<file path="config.mk">
export PLATFORM = sky130hd
export DESIGN_NAME = ifid_queue
export DESIGN_NICKNAME = d
export VERILOG_FILES = /design/src/rtl/ifid_queue_pkg.sv /design/src/rtl/ifid_fifo_core.sv /design/src/rtl/ifid_queue.sv
export SDC_FILE = /design/constraint.sdc
export NUM_CORES = 1
export LEC_CHECK = 0
export BUFFER_PORTS_ARGS = -buffer_cell sky130_fd_sc_hd__buf_2
export CORE_UTILIZATION = 55
export CTS_CLUSTER_SIZE = 14
export DETAILED_ROUTE_END_ITERATION = 12
export GPL_TIMING_DRIVEN = 0
export PLACE_DENSITY = 0.9
export SLEW_MARGIN = 20
export SYNTH_ARGS = -nofsm -noshare
export SYNTH_HDL_FRONTEND = slang
export SYNTH_HIERARCHICAL = 1
export SYNTH_SLANG_ARGS = --single-unit
export TNS_END_PERCENT = 1
</file>
<file path="constraint.sdc">
create_clock -name clk -period 4.36 [get_ports clk]
set_clock_uncertainty 0.1 [all_clocks]
set_input_delay 0.218 -clock clk [delete_from_list [all_inputs] [get_ports clk]]
set_output_delay 0.218 -clock clk [all_outputs]
set_load 0.05 [all_outputs]
</file>
<file path="src/rtl/ifid_queue_pkg.sv">
// Shared CPU definitions for the IF/ID queue: the entry layout, the MIPS32
// decode-field bit positions, the NOP encoding and the PC step.
package ifid_queue_pkg;

  localparam int CPU_IW = 32;
  localparam int CPU_AW = 32;

  // MIPS32 field positions
  localparam int RS_MSB    = 25;
  localparam int RS_LSB    = 21;
  localparam int RT_MSB    = 20;
  localparam int RT_LSB    = 16;
  localparam int RD_MSB    = 15;
  localparam int RD_LSB    = 11;
  localparam int IMM_MSB   = 15;
  localparam int IMM_LSB   = 0;
  localparam int JADDR_MSB = 25;
  localparam int JADDR_LSB = 0;
  localparam int SEL_MSB   = 2;
  localparam int SEL_LSB   = 0;

  localparam logic [31:0] NOP_INSTR = 32'h0000_0000;
  localparam int          PC_STEP   = 4;

  // Default-width entry (instruction, its PC, fetch address-error flag)
  typedef struct packed {
    logic [CPU_IW-1:0] instr;
    logic [CPU_AW-1:0] pc;
    logic              exc;
  } ifid_entry_t;

endpackage

</file>
<file path="src/rtl/ifid_fifo_core.sv">
// Circular FIFO core: read/write pointers, occupancy count and storage for an
// arbitrary packed entry type. Head entry is presented combinationally; the
// storage array is never reset (consumers gate it with rd_valid).
module ifid_fifo_core
  import ifid_queue_pkg::*;
#(
  parameter int  DEPTH   = 4,
  parameter type entry_t = ifid_entry_t
) (
  input  logic                     clk,
  input  logic                     rst,
  input  logic                     flush,
  input  logic                     wr_valid,
  output logic                     wr_ready,
  input  entry_t                   wr_data,
  output logic                     rd_valid,
  input  logic                     rd_ready,
  output entry_t                   rd_data,
  output logic [$clog2(DEPTH):0]   count
);

  localparam int PW = $clog2(DEPTH);
  localparam int CW = PW + 1;

  entry_t          mem [DEPTH];
  logic [PW-1:0]   wptr;
  logic [PW-1:0]   rptr;
  logic            push;
  logic            pop;

  // Handshake flags come only from the registered count
  assign wr_ready = (count != CW'(DEPTH));
  assign rd_valid = (count != '0);
  assign push     = wr_valid && wr_ready;
  assign pop      = rd_valid && rd_ready;
  assign rd_data  = mem[rptr];

  // Pointer and count update; flush wins over any push/pop in the same cycle
  always_ff @(posedge clk or negedge rst) begin
    if (!rst) begin
      wptr  <= '0;
      rptr  <= '0;
      count <= '0;
    end else if (flush) begin
      wptr  <= '0;
      rptr  <= '0;
      count <= '0;
    end else begin
      if (push) wptr <= wptr + PW'(1);
      if (pop)  rptr <= rptr + PW'(1);
      case ({push, pop})
        2'b10:   count <= count + CW'(1);
        2'b01:   count <= count - CW'(1);
        default: count <= count;
      endcase
    end
  end

  // Storage write; a push dropped by flush does not touch the array
  always_ff @(posedge clk) begin
    if (push && !flush) mem[wptr] <= wr_data;
  end

endmodule

</file>
<file path="src/rtl/ifid_queue.sv">
// IF/ID stage buffer: DEPTH-entry FIFO between fetch and decode with
// pre-split MIPS32 decode fields, PC and PC+4 for the head entry. All id_*
// data outputs read zero while the queue is empty.
// Optional feature macro IFID_EXC_EN: carries a fetch address-error flag per
// entry; a flagged head reads as NOP while keeping its PC.
module ifid_queue
  import ifid_queue_pkg::*;
#(
  parameter int DEPTH = 4,
  parameter int IW    = 32,
  parameter int AW    = 32
) (
  input  logic                   clk,
  input  logic                   rst,
  input  logic                   flush,
  input  logic                   if_valid,
  output logic                   if_ready,
  input  logic [IW-1:0]          if_instr,
  input  logic [AW-1:0]          if_pc,
`ifdef IFID_EXC_EN
  input  logic                   if_exc_adel,
  output logic                   id_exc_adel,
`endif
  output logic                   id_valid,
  input  logic                   id_ready,
  output logic [IW-1:0]          id_instr,
  output logic [4:0]             id_rs,
  output logic [4:0]             id_rt,
  output logic [4:0]             id_rd,
  output logic [15:0]            id_imm16,
  output logic [25:0]            id_jumpaddr,
  output logic [2:0]             id_sel,
  output logic [AW-1:0]          id_pc,
  output logic [AW-1:0]          id_pcadd4,
  output logic [$clog2(DEPTH):0] count
);

`ifdef IFID_EXC_EN
  typedef struct packed {
    logic [IW-1:0] instr;
    logic [AW-1:0] pc;
    logic          exc;
  } entry_t;
`else
  typedef struct packed {
    logic [IW-1:0] instr;
    logic [AW-1:0] pc;
  } entry_t;
`endif

  entry_t        wr_entry;
  entry_t        head;
  logic          head_exc;
  logic          show_instr;
  logic [IW-1:0] instr_g;

  assign wr_entry.instr = if_instr;
  assign wr_entry.pc    = if_pc;
`ifdef IFID_EXC_EN
  assign wr_entry.exc   = if_exc_adel;
  assign head_exc       = head.exc;
  assign id_exc_adel    = id_valid && head.exc;
`else
  assign head_exc       = 1'b0;
`endif

  ifid_fifo_core #(
    .DEPTH   (DEPTH),
    .entry_t (entry_t)
  ) u_core (
    .clk      (clk),
    .rst      (rst),
    .flush    (flush),
    .wr_valid (if_valid),
    .wr_ready (if_ready),
    .wr_data  (wr_entry),
    .rd_valid (id_valid),
    .rd_ready (id_ready),
    .rd_data  (head),
    .count    (count)
  );

  // Instruction is shown only for a valid, non-faulting head; otherwise NOP
  assign show_instr = id_valid && !head_exc;
  assign instr_g    = show_instr ? head.instr : IW'(NOP_INSTR);

  assign id_instr    = instr_g;
  assign id_rs       = instr_g[RS_MSB:RS_LSB];
  assign id_rt       = instr_g[RT_MSB:RT_LSB];
  assign id_rd       = instr_g[RD_MSB:RD_LSB];
  assign id_imm16    = instr_g[IMM_MSB:IMM_LSB];
  assign id_jumpaddr = instr_g[JADDR_MSB:JADDR_LSB];
  assign id_sel      = instr_g[SEL_MSB:SEL_LSB];

  // PC outputs keep the faulting PC but are zero when nothing is held
  assign id_pc     = id_valid ? head.pc : '0;
  assign id_pcadd4 = id_valid ? (head.pc + AW'(PC_STEP)) : '0;

endmodule

</file>
# Word level (Yosys, flattened, before mapping)
# Memories as Yosys holds them, arrays and structs flattened.
# Cells that the tools add are included.
# Widths: inputs -> output; s select.
[totals] register_bits=7 ramBits=256 in_bits=69 output_inout_bits=161 mem_count=1
[mem_list] name="u_core.mem" depth=4 word_bits=64 read_ports=1 rd_ports_with_merged_regs=0 write_ports=1 line="ifid_fifo_core.sv:25" source="entry_t mem [DEPTH];"
[classes] n_addsub=5 eq_ne=3 n_mux=11 reduce_logical=8
[ops] op="$mux 32" count=3
[ops] op="$add 32x3->32 const B" count=1
[ops] op="$mux 2" count=4
[ops] op="$pmux 3 s2" count=1
[ops] op="$reduce_bool 3->1" count=2
[ops] op="$add 2x1->2 const B" count=2
[ops] op="$reduce_bool 2->1" count=2
[ops] op="$add 3x1->3 const B" count=1
[ops] op="$logic_and 1x1->1" count=3
[ops] op="$mux 3" count=1
[ops] op="$ne 3x3->1 const B" count=1
[ops] op="$sub 3x1->3 const B" count=1
[ops] op="$eq 2x1->1 const B" count=1
[ops] op="$eq 2x2->1 const B" count=1
[ops] op="$mux 1" count=2
[ops] op="$logic_not 1->1" count=1

# Longest topological paths before layout
[depth] depth_word=5 depth_mapped=8 ltp_nobuf=6

# Cells and area by module
# Netlist, hierarchy kept.
[by_module_without_submodules] mod="ifid_fifo_core" instances=1 cells_each=401 area_each_um2=9804.4 seq_area_each_um2=7862.5
[by_module_without_submodules] mod="ifid_queue" instances=1 cells_each=258 area_each_um2=1654.1 seq_area_each_um2=0.0

# Least setup slack after synthesis
# Ideal clock, no wire load.
[synth_timing] path_type="register to register" startpoint="register u_core.count[1]" endpoint="memory u_core/mem[0][0] (netlist name) (enable)" arrival_time_ps=2856 required_ps=3831 path_slack_ps=975 path_stages_with_launch=5 path_cell_list="dfrtp_1 > clkbuf_1 > nor3b_1 > nor3_1 > and2_1"
[synth_between] elab_chain_len=5
[synth_rtl] item="from (decl)" line="ifid_fifo_core.sv:19" source="output logic [$clog2(DEPTH):0] count"
[synth_rtl] item="from (signal assigned)" line="ifid_fifo_core.sv:52" source="2'b10: count <= count + CW'(1);"
[synth_rtl] item="from (signal assigned)" line="ifid_fifo_core.sv:53" source="2'b01: count <= count - CW'(1);"
[synth_rtl] item="from (signal assigned)" line="ifid_fifo_core.sv:54" source="default: count <= count;"
[synth_rtl] item="$ne 3x3->1" line="ifid_fifo_core.sv:32" source="assign wr_ready = (count != CW'(DEPTH));"
[synth_rtl] item="$logic_and 1x1->1" line="ifid_fifo_core.sv:34" source="assign push = wr_valid && wr_ready;"
[synth_rtl] item="$logic_and 1x1->1" line="ifid_fifo_core.sv:61" source="if (push && !flush) mem[wptr] <= wr_data;"
[synth_rtl] item="$mux 1" line="ifid_fifo_core.sv:61"
[synth_rtl] item="$mux 1 (implied by the code)" line="ifid_fifo_core.sv:61"
[synth_rtl] item="to (decl)" line="ifid_fifo_core.sv:25"
# No other way between the ends.

==> impl_metrics.yaml <==
setup_path:
  timing.critical_path.fanout_max: 10
  criticalPathCategory: "flip-flop to output port"
  cp-start-kind: "flip-flop"
  cp-end-kind: "output port"
  cp.arrival_ps: 3660
  r2r_start: "u_core/count[1]$_DFFE_PN0P_"
  cp.required_ps: 4040
  worstSetupStartpoint: "u_core/rptr[1]$_DFFE_PN0P_"
drt:
  drc: 0
  avgViaCountPerCell: 5.43
  ant_nets: 0
  vias: 6942
  drt_first_iter_violations: 456
  firstDrtPassIters: 5
  detail_route.wl_per_cell_um: 19.6
  detail_route.wirelength_um: 25000
yosys:
  avgSynthCellArea_um2: 17.4
  synthesis.instances: 659
  synth_flop_cell: "sky130_fd_sc_hd__edfxtp_1"
  synth.yosys.seq_area_share: 0.686
  synthesized_flop_and_latch_total: 263
  synth_enable_flop_cells: 256
  netlist-cell-type-count: 43
  async_reset_ff_frac: 0.0266
  mappedNetlistArea_um2: 11500
  synth-warning-count: 6
  synth_fp_nets: 734
die:
  dieWidth_um: 146
  die_area_um2: 21400
  initial_standard_cell_utilization_of_the_core: 0.564
  floorplan.io_pins: 230
  row_count: 52
  die_h_um: 146
  core_area_um2: 20300
placed_design:
  dpl.hpwl_um: 16100
  place_worst_setup_slack_ps: 906
  placedInstanceArea_um2: 13000
  gp_congestion: 0.885
  port-buffer-count: 228
power:
  pwr_cell_area_nw_per_um2: 588
  leakage_nw: 5.50
  p_int_mw: 5.10
  design_power_total_mw: 8.53
  p_sw_frac: 0.402
  netSwitchingPower_mw: 3.43
  vdd.ir_drop.worst_mv: 0.428
  clock_share_of_power: 0.244
  combinationalPowerShare: 0.415
  power.sequential.fraction: 0.341
final_layout:
  area_of_all_placed_cells_without_fillers_um2: 14500
  area_growth_pct: 26.7
  finish.net_count: 1062
  post_route_cells_drive_above_1_share: 0.431
hold_path:
  hp-start: "if_valid"
  min_path_type: "primary input to flip-flop"
grt:
  initial_antenna_violation_count: 1
  grtUsageTotal: 0.234
  first_global_vias: 7294
  grt_start_max_net_pins: 36
  grt_overflow: 0
  global_route_wire_length_before_repair_um: 38200
timing:
  timing_hold_violations_final: 0
  maxClockFrequency_ghz: 0.251
  setup_total_negative_slack_ps: 0
  finalCriticalPeriod_ps: 3980
  rsz_0062_raised_after_global_routing: "false"
  layout_setup_ws_ps: 380
  slew_headroom: 0.513
  slew_viol_final: 0
  finalCritPeriodShare: 0.913
  max_slew.worst_pin.slew_ps: 731
  final-setup-viol-count: 0
clock_network:
  number_of_buffers_created_by_cts: 26
  h-tree-depth: 1
  clk_path_buf_depth: 3
  clock_tree_from_tritoncts: "yes"
  clock_insertion_delay_worst_skew_ps: 510
  post_cts.repair.setup_buffers: 0
  cts-hold-fix-buffers: 68
  cts_resized: 0
  numClockSinks: 263
  path_clk_slew_ps: 60
  cts-root-buf: "sky130_fd_sc_hd__clkbuf_16"
outcome:
  run_status: "finished clean"
run:
  max-cap-violations: 0
-- worst max-delay path, stage by stage (launching register included) --
cell	delay (ps)
sky130_fd_sc_hd__dfrtp_1	340
sky130_fd_sc_hd__buf_2	310
sky130_fd_sc_hd__buf_2	340
sky130_fd_sc_hd__mux4_2	360
sky130_fd_sc_hd__nand4_1	130
sky130_fd_sc_hd__or4_1	520
sky130_fd_sc_hd__buf_2	190
sky130_fd_sc_hd__or4_1	470
sky130_fd_sc_hd__a21oi_1	190
sky130_fd_sc_hd__buf_2	290
-- flip-flops by register name, summed over array words and instances, names as in the netlist --
register      count
u_core/count      3
u_core/rptr       2
u_core/wptr       2
u_core/mem      256
-- layer usage --
metal	share of wire	wire, um	track usage
met1	0.37	9300	0.267
met2	0.54	13500	0.438
met3	0.059	1490	0.0384
met4	0.029	719	0.0901
met5	0	0	0
-- cell type report --
class | count | area, um^2
sequential | 263 | 7860
fill | 1266 | 5780
multi-input combinational | 289 | 2890
timing repair buffer | 300 | 1900
clock buffer | 31 | 691
buffer | 97 | 677
tap | 270 | 338
clock inverter | 17 | 114
inverter | 10 | 37.5
antenna | 1 | 2.50
-- cell usage after synthesis, types with 7 or more instances --
cell type                  number  area share
sky130_fd_sc_hd__nor3_1         8      0.0035
sky130_fd_sc_hd__mux4_2        64        0.13
sky130_fd_sc_hd__o21ai_0        8      0.0035
sky130_fd_sc_hd__clkbuf_1      14      0.0046
sky130_fd_sc_hd__mux2_2         8      0.0079
sky130_fd_sc_hd__edfxtp_1     256        0.67
sky130_fd_sc_hd__xor2_1        12      0.0092
sky130_fd_sc_hd__a21oi_1       15      0.0066
sky130_fd_sc_hd__or3_1          7      0.0038
sky130_fd_sc_hd__buf_6          8      0.0079
sky130_fd_sc_hd__nand3_1       12      0.0052
sky130_fd_sc_hd__and2_1        66       0.036
sky130_fd_sc_hd__inv_1         10      0.0033
sky130_fd_sc_hd__buf_2         10      0.0044
sky130_fd_sc_hd__nor2_1        25      0.0082
sky130_fd_sc_hd__nand4_1       10      0.0055
sky130_fd_sc_hd__buf_4         64       0.042
sky130_fd_sc_hd__dfrtp_1        7       0.015
sky130_fd_sc_hd__nand2_1        7      0.0023
-- power groups by stage --
stage          Sequential, mW  Clock (mW)  Combinational, mW
6_report                 2.91        2.08               3.54
5_1_grt                  2.91        2.21               3.71
3_5_place_dp             2.96           0               3.48
3_3_place_gp             2.96           0               3.42
4_1_cts                  2.91        2.11               3.55
2_1_floorplan            2.97           0               2.73
-- logic make-up after synthesis --
group           after synthesis  share of synthesized area
fa+ha+maj                     6                    0.00721
simple gates                162                     0.0817
compound gates               35                     0.0182
flops                       263                      0.686
xor+xnor                     14                     0.0107
buf+inv                     107                     0.0624
mux                          72                      0.134
-- path summary, 6_finish.rpt --
check | to | slack, ps | cells past startpoint
hold / removal | u_core/wptr[1]$_DFFE_PN0P_ | 80 | 4
min in group asynchronous | u_core/count[1]$_DFFE_PN0P_ | 570 | 3
setup / recovery | id_pcadd4[27] | 380 | 9
hold reg to reg | u_core/wptr[1]$_DFFE_PN0P_ | 510 | 2
setup reg to reg | u_core/mem[1][18]$_DFFE_PP_ | 1700 | 5
max in group asynchronous | u_core/count[0]$_DFFE_PN0P_ | 3330 | 3
-- placed cells by master (no fill, tap or decap), types with 7 or more instances in the layout --
cell,n
sky130_fd_sc_hd__xor2_1,12
sky130_fd_sc_hd__clkbuf_1,18
sky130_fd_sc_hd__nand4_1,10
sky130_fd_sc_hd__a21oi_1,15
sky130_fd_sc_hd__dlygate4sd3_1,68
sky130_fd_sc_hd__nor2_1,25
sky130_fd_sc_hd__buf_4,64
sky130_fd_sc_hd__clkbuf_16,27
sky130_fd_sc_hd__mux2_2,8
sky130_fd_sc_hd__buf_6,8
sky130_fd_sc_hd__nand3_1,12
sky130_fd_sc_hd__edfxtp_1,256
sky130_fd_sc_hd__buf_2,238
sky130_fd_sc_hd__dfrtp_1,7
sky130_fd_sc_hd__and2_1,62
sky130_fd_sc_hd__nor3_1,8
sky130_fd_sc_hd__or3_1,7
sky130_fd_sc_hd__mux4_2,64
sky130_fd_sc_hd__o21ai_0,8
sky130_fd_sc_hd__nand2_1,7
sky130_fd_sc_hd__inv_1,10
-- stage by stage --
step / instances / utilization / hold WS [ps]
finish: 1278 / 0.715 / 76.4
global route: 1277 / 0.715 / 100
CTS: 1277 / 0.715 / 48.1
detailed placement: 1161 / 0.642 / -35.0
floorplan: 659 / - / -178
global placement: 1157 / 0.637 / -41.4
(Power assumes the default switching activity.)
